===== src/rtl/mem_arbiter_if.sv =====
// Request/response bundle between the IF/DM requesters, the arbiter and the single-port RAM.
// The slave modport is the arbiter's view. The master modport is the view of the requesters and the RAM.
interface mem_arbiter_if #(
    parameter int ADDR_W = 32
);
    logic              if_req;
    logic [ADDR_W-1:0] if_addr;
    logic              if_gnt;
    logic              if_rvalid;
    logic [31:0]       if_rdata;

    logic              dm_req;
    logic [ADDR_W-1:0] dm_addr;
    logic [3:0]        dm_w_en;
    logic [31:0]       dm_wdata;
    logic              dm_gnt;
    logic              dm_rvalid;
    logic [31:0]       dm_rdata;

    logic              mem_cs;
    logic [ADDR_W-3:0] mem_addr;
    logic [3:0]        mem_w_en;
    logic [31:0]       mem_wdata;
    logic [31:0]       mem_rdata;

    modport slave (
        input  if_req, if_addr, dm_req, dm_addr, dm_w_en, dm_wdata, mem_rdata,
        output if_gnt, if_rvalid, if_rdata, dm_gnt, dm_rvalid, dm_rdata,
        output mem_cs, mem_addr, mem_w_en, mem_wdata
    );

    modport master (
        output if_req, if_addr, dm_req, dm_addr, dm_w_en, dm_wdata, mem_rdata,
        input  if_gnt, if_rvalid, if_rdata, dm_gnt, dm_rvalid, dm_rdata,
        input  mem_cs, mem_addr, mem_w_en, mem_wdata
    );
endinterface


===== src/rtl/mem_arbiter.sv =====
// Purpose: shares one single-port RAM between IF and DM. DM beats IF on conflicts, or they alternate with ARB_RR_EN.
// Latency: the grant and the RAM strobe occur in the same cycle. The response pulse arrives MEM_LAT cycles later.
// Backpressure: a request waits without a grant while an access is in flight; the next grant can overlap the response.
module mem_arbiter #(
    parameter int ADDR_W  = 32,
    parameter int MEM_LAT = 2
) (
    input  logic           clk,
    input  logic           rst_n,
    mem_arbiter_if.slave   bus
);
    localparam int CNT_W = $clog2(MEM_LAT + 1);
    localparam logic [CNT_W-1:0] CNT_ONE = CNT_W'(1);
    localparam logic [CNT_W-1:0] CNT_LAT = CNT_W'(MEM_LAT);

    typedef enum logic {IDLE = 1'b0, BUSY = 1'b1} state_t;
    typedef enum logic {OWN_IF = 1'b0, OWN_DM = 1'b1} owner_t;

    state_t           state_q, state_d;
    logic [CNT_W-1:0] cnt_q, cnt_d;
    owner_t           owner_q, owner_d;
    logic             wr_q, wr_d;
`ifdef ARB_RR_EN
    owner_t           last_q, last_d;
`endif

    logic resp;
    logic grant;
    logic dm_win;
    logic unused_addr_lsb;

    assign unused_addr_lsb = ^{bus.if_addr[1:0], bus.dm_addr[1:0]};

    always_ff @(posedge clk or negedge rst_n) begin
        if (!rst_n) begin
            state_q <= IDLE;
            cnt_q   <= '0;
            owner_q <= OWN_IF;
            wr_q    <= 1'b0;
`ifdef ARB_RR_EN
            last_q  <= OWN_IF;
`endif
        end else begin
            state_q <= state_d;
            cnt_q   <= cnt_d;
            owner_q <= owner_d;
            wr_q    <= wr_d;
`ifdef ARB_RR_EN
            last_q  <= last_d;
`endif
        end
    end

    always_comb begin
        state_d = state_q;
        cnt_d   = cnt_q;
        owner_d = owner_q;
        wr_d    = wr_q;
`ifdef ARB_RR_EN
        last_d  = last_q;
        dm_win  = bus.dm_req && (!bus.if_req || (last_q == OWN_IF));
`else
        dm_win  = bus.dm_req;
`endif
        resp  = (state_q == BUSY) && (cnt_q == CNT_ONE);
        // Gating the grant with rst_n keeps every output low while reset is asserted.
        grant = rst_n && ((state_q == IDLE) || resp) && (bus.if_req || bus.dm_req);

        if (grant) begin
            state_d = BUSY;
            cnt_d   = CNT_LAT;
            owner_d = dm_win ? OWN_DM : OWN_IF;
            wr_d    = dm_win && (bus.dm_w_en != 4'b0000);
`ifdef ARB_RR_EN
            last_d  = owner_d;
`endif
        end else if (resp) begin
            state_d = IDLE;
            cnt_d   = '0;
        end else if (state_q == BUSY) begin
            cnt_d   = cnt_q - CNT_ONE;
        end
    end

    assign bus.if_gnt    = grant && !dm_win;
    assign bus.dm_gnt    = grant && dm_win;
    assign bus.mem_cs    = grant;
    assign bus.mem_addr  = !grant ? '0 :
                           dm_win ? bus.dm_addr[ADDR_W-1:2] : bus.if_addr[ADDR_W-1:2];
    assign bus.mem_w_en  = (grant && dm_win) ? bus.dm_w_en  : 4'b0000;
    assign bus.mem_wdata = (grant && dm_win) ? bus.dm_wdata : 32'h0;

    // The RAM output is only meaningful in the response cycle of the current owner.
    assign bus.if_rvalid = resp && (owner_q == OWN_IF);
    assign bus.dm_rvalid = resp && (owner_q == OWN_DM);
    assign bus.if_rdata  = bus.if_rvalid ? bus.mem_rdata : 32'h0;
    assign bus.dm_rdata  = (bus.dm_rvalid && !wr_q) ? bus.mem_rdata : 32'h0;
endmodule


===== src/flat_wrapper.sv =====
// flat-port wrapper written by rule: the top's interface ports become plain ports
module mem_arbiter_flat 
#(
    parameter int ADDR_W  = 32,
    parameter int MEM_LAT = 2
)
  (clk, rst_n, bus_if_req, bus_if_addr, bus_dm_req, bus_dm_addr, bus_dm_w_en, bus_dm_wdata, bus_mem_rdata, bus_if_gnt, bus_if_rvalid, bus_if_rdata, bus_dm_gnt, bus_dm_rvalid, bus_dm_rdata, bus_mem_cs, bus_mem_addr, bus_mem_w_en, bus_mem_wdata);
  mem_arbiter_if #(.ADDR_W(ADDR_W)) bus_i ();
  input  logic clk;
  input  logic rst_n;
  input wire logic [$bits(bus_i.if_req)-1:0] bus_if_req;
  input wire logic [$bits(bus_i.if_addr)-1:0] bus_if_addr;
  input wire logic [$bits(bus_i.dm_req)-1:0] bus_dm_req;
  input wire logic [$bits(bus_i.dm_addr)-1:0] bus_dm_addr;
  input wire logic [$bits(bus_i.dm_w_en)-1:0] bus_dm_w_en;
  input wire logic [$bits(bus_i.dm_wdata)-1:0] bus_dm_wdata;
  input wire logic [$bits(bus_i.mem_rdata)-1:0] bus_mem_rdata;
  output wire logic [$bits(bus_i.if_gnt)-1:0] bus_if_gnt;
  output wire logic [$bits(bus_i.if_rvalid)-1:0] bus_if_rvalid;
  output wire logic [$bits(bus_i.if_rdata)-1:0] bus_if_rdata;
  output wire logic [$bits(bus_i.dm_gnt)-1:0] bus_dm_gnt;
  output wire logic [$bits(bus_i.dm_rvalid)-1:0] bus_dm_rvalid;
  output wire logic [$bits(bus_i.dm_rdata)-1:0] bus_dm_rdata;
  output wire logic [$bits(bus_i.mem_cs)-1:0] bus_mem_cs;
  output wire logic [$bits(bus_i.mem_addr)-1:0] bus_mem_addr;
  output wire logic [$bits(bus_i.mem_w_en)-1:0] bus_mem_w_en;
  output wire logic [$bits(bus_i.mem_wdata)-1:0] bus_mem_wdata;
  assign bus_i.if_req = bus_if_req;
  assign bus_i.if_addr = bus_if_addr;
  assign bus_i.dm_req = bus_dm_req;
  assign bus_i.dm_addr = bus_dm_addr;
  assign bus_i.dm_w_en = bus_dm_w_en;
  assign bus_i.dm_wdata = bus_dm_wdata;
  assign bus_i.mem_rdata = bus_mem_rdata;
  assign bus_if_gnt = bus_i.if_gnt;
  assign bus_if_rvalid = bus_i.if_rvalid;
  assign bus_if_rdata = bus_i.if_rdata;
  assign bus_dm_gnt = bus_i.dm_gnt;
  assign bus_dm_rvalid = bus_i.dm_rvalid;
  assign bus_dm_rdata = bus_i.dm_rdata;
  assign bus_mem_cs = bus_i.mem_cs;
  assign bus_mem_addr = bus_i.mem_addr;
  assign bus_mem_w_en = bus_i.mem_w_en;
  assign bus_mem_wdata = bus_i.mem_wdata;
  mem_arbiter #(.ADDR_W(ADDR_W), .MEM_LAT(MEM_LAT)) u_core (.clk(clk), .rst_n(rst_n), .bus(bus_i));
endmodule

===== config.mk =====
export PLATFORM = sky130hd
export DESIGN_NAME = mem_arbiter_flat
export DESIGN_NICKNAME = d
export VERILOG_FILES = /design/src/rtl/mem_arbiter_if.sv /design/src/rtl/mem_arbiter.sv /design/src/flat_wrapper.sv
export SDC_FILE = /design/constraint.sdc
export NUM_CORES = 1
export LEC_CHECK = 0
export BUFFER_PORTS_ARGS = -buffer_cell sky130_fd_sc_hd__buf_2
export CAP_MARGIN = 25
export CORE_AREA = 2 2 106 108
export CTS_CLUSTER_SIZE = 12
export DETAILED_ROUTE_END_ITERATION = 8
export DIE_AREA = 0 0 108 110
export SLEW_MARGIN = 20
export SYNTH_ARGS = -nofsm -noshare
export SYNTH_HDL_FRONTEND = slang
export SYNTH_SLANG_ARGS = --single-unit

===== constraint.sdc =====
create_clock -name clk -period 1.8 [get_ports clk]
set_clock_uncertainty 0.1 [all_clocks]
set_input_delay 0.27 -clock clk [delete_from_list [all_inputs] [get_ports clk]]
set_output_delay 0.27 -clock clk [all_outputs]
set_load 0.02 [all_outputs]

==> flow_summary.ini <==
[clock_tree]
cts_tree = built
clock_path_buffers = 2
clk_pin_slew_ps = 40
numCtsBuffers = 3
clock_latency_ps = 220
clock-sinks = 5
clock-root-buffer = clkbuf_8
htreeDepth = 1

[synth]
ys_async_sr_fraction = 1.00
ys.flop_type = dfrtp_1
yosysWarnings = 0
netlist_instances = 176
synth-seq-cells = 5
synth_edf_count = 0
syn_area_um2 = 1270
synth_nets = 313
ys_seq_area_frac = 0.0983
synth_cell_types = 23
avgSynthCellArea_um2 = 7.23

[grt]
grt_pass1_vias = 2317
antenna_found_initial = 0
grt_use_total = 0.113
grt_pass1_wl_mm = 10.7
grt_overflow = 0
grt_max_degree = 34

[power]
p_clk_frac = 0.057
power_frac_seq = 0.061
p_sw_w = 0.00152
switching_share = 0.412
ir_drop_uv = 384
power_density_nw_per_um2 = 801
p_int_w = 0.00217
combPwrFrac = 0.882
p_leak_nw = 2.46

[cells_and_area]
area_delta_synth_final_pct = 263
drive_above_1_share = 0.952
diodes = 0
layout.cells.non_filler = 603
fin_area_um2 = 4610
utilization = 0.431
nets = 601

[worst_setup_path]
end_kind = output port
crit_required_ps = 1430
critPathKind = reg -> out
arrival_ps = 1760
crit_path_max_fanout = 6
critPathLaunchType = flop

[detailed_routing]
via_count = 2469
ant_nets = 0
wl_per_cell_um = 15.5
dr.pass1.iters = 4
drt_iter0_drc = 89
vias_per_cell = 4.09
drc_errors = 0
finalWirelength_mm = 9.37

[place]
placed_cells = 579
port_buffers = 266
globalplace.congestion = 0.789
dpl-instance-area_um2 = 3160
hpwlAfterDp_mm = 6.02

[sta]
finalSetupViolCount = 134
fin_ws_ps = -334
maxSlewHeadroom = 0.795
fin_tns_setup_ps = -36550
hold_violations = 0
clock.fmax_ghz = 0.469
worst_pin_slew_ps = 307
timing.final.crit_share = 1.19
layout_min_cycle_time_ps = 2130
hold_ws_ps = 258
rsz0062_at_grt = yes
maxSlewViolCount = 0

[floorplan]
design.core.area_um2 = 10700
die_area_um2 = 11900
std_cell_rows = 38
die_x_um = 108
io_pins = 271
die_h_um = 110
start_util = 0.119

[status]
status = finished with violations
failed_checks = setup timing

[flow_run]
drv_cap = 0

[hold_path]
holdCritPathClass = in -> reg
[stage by stage]
| step | power [W] | worst slack (ps) |
|---|---|---|
| 3_3_place_gp | 0.00224 | -122 |
| 4_1_cts | 0.00302 | -353 |
| 3_5_place_dp | 0.00227 | -143 |
| 2_1_floorplan | 0.00154 | -53.7 |
| 6_report | 0.00369 | -334 |
| 5_1_grt | 0.00390 | -389 |
[worst max-delay path, cell delays in order (launching register included)]
cell       delay (ps)
dfrtp_1           400
ha_4              180
nand2b_4          140
and4b_4           250
clkbuf_16         180
a22o_4            240
buf_6             130
[logic make-up after synthesis]
logic type,count (synthesis),synth area share
AO/OA/AOI/OAI,36,0.235
adder cells (fa/ha/maj),1,0.00983
buffers and inverters,20,0.0885
flip-flops,5,0.0983
multiplexers,1,0.00787
AND/OR/NAND/NOR,113,0.560
[area by class of cell]
cell class / instances / area [um^2]
fill: 1008 / 6080
timing repair buffer: 301 / 2700
multi-input combinational: 151 / 1560
tap: 140 / 175
sequential: 5 / 125
clock buffer: 4 / 45.0
inverter: 2 / 7.51
[routing by layer]
layer  vias to the layer above  GRT usage  routed length (um)
met1                      1152      0.119                3150
met5                         -          0                   0
met3                         6     0.0206                 800
met2                       146      0.226                5330
met4                         0     0.0348                  93
li1                       1165          -                   -
[worst paths after layout]
| path | end | cells past startpoint | slack (ps) | from |
|---|---|---|---|---|
| setup / recovery | bus_mem_addr[6] | 6 | -330 | u_core.cnt_q[0] |
| hold / removal | u_core.state_q | 3 | 260 | bus_dm_req |
| setup reg to reg | u_core.wr_q | 5 | 300 | u_core.cnt_q[0] |
| hold reg to reg | u_core.wr_q | 1 | 420 | u_core.wr_q |
| max in group asynchronous | u_core.wr_q | 3 | 940 | rst_n |
| min in group asynchronous | u_core.owner_q | 3 | 460 | rst_n |
[power groups by stage]
| stage | registers, W | logic [W] | clock network, W |
|---|---|---|---|
| final | 0.000226 | 0.00326 | 0.000211 |
| after CTS | 0.000212 | 0.00259 | 0.000214 |
| after detailed placement | 0.000212 | 0.00206 | 0 |
| after floorplan | 0.000208 | 0.00133 | 0 |
| after global placement | 0.000209 | 0.00203 | 0 |
| after global routing | 0.000237 | 0.00344 | 0.000224 |
[placed cells by master (no fill, tap or decap), drive strengths merged]
| cell type | synthesis | final |
|---|---|---|
| nor2 | 2 | 2 |
| a22o | 31 | 31 |
| ha | 1 | 1 |
| nand2b | 1 | 1 |
| and4b | 1 | 1 |
| buf | 9 | 292 |
| inv | 2 | 2 |
| o21ai | 2 | 2 |
| or4 | 1 | 1 |
| and2b | 1 | 1 |
| o21a | 1 | 1 |
| nor3 | 1 | 1 |
| nand3b | 1 | 1 |
| mux2i | 1 | 1 |
| and2 | 100 | 100 |
| nand2 | 3 | 3 |
| a21oi | 2 | 2 |
| and3 | 2 | 2 |
| clkbuf | 9 | 12 |
| dlygate4sd3 | 0 | 1 |
| dfrtp | 5 | 5 |
[synthesized netlist by cell type, types with 2 or more instances]
cell type / number / area (um^2)
a21oi_1: 2 / 10.0
a22o_1: 31 / 272
and2_1: 100 / 626
buf_2: 5 / 25.0
buf_6: 4 / 45.0
clkbuf_1: 8 / 30.0
dfrtp_1: 5 / 125
inv_1: 2 / 7.51
nand2_1: 3 / 11.3
nor2_1: 2 / 7.51
o21ai_0: 2 / 10.0
[timing repair]
action                                  in CTS  in global routing
hold buffers                                 1                  0
gates resized for setup                    146                237
endpoints found under the setup margin     133                134
cloned                                       4                  9
pin swaps                                    0                 65
hold endpoints to repair                     5                  0
setup buffers                                4                  5
[registers in the layout, indices dropped and copies added, names as in the netlist]
signal and count:
u_core.cnt_q 2, u_core.state_q 1, u_core.owner_q 1, u_core.wr_q 1
(Power assumes the default switching activity.)
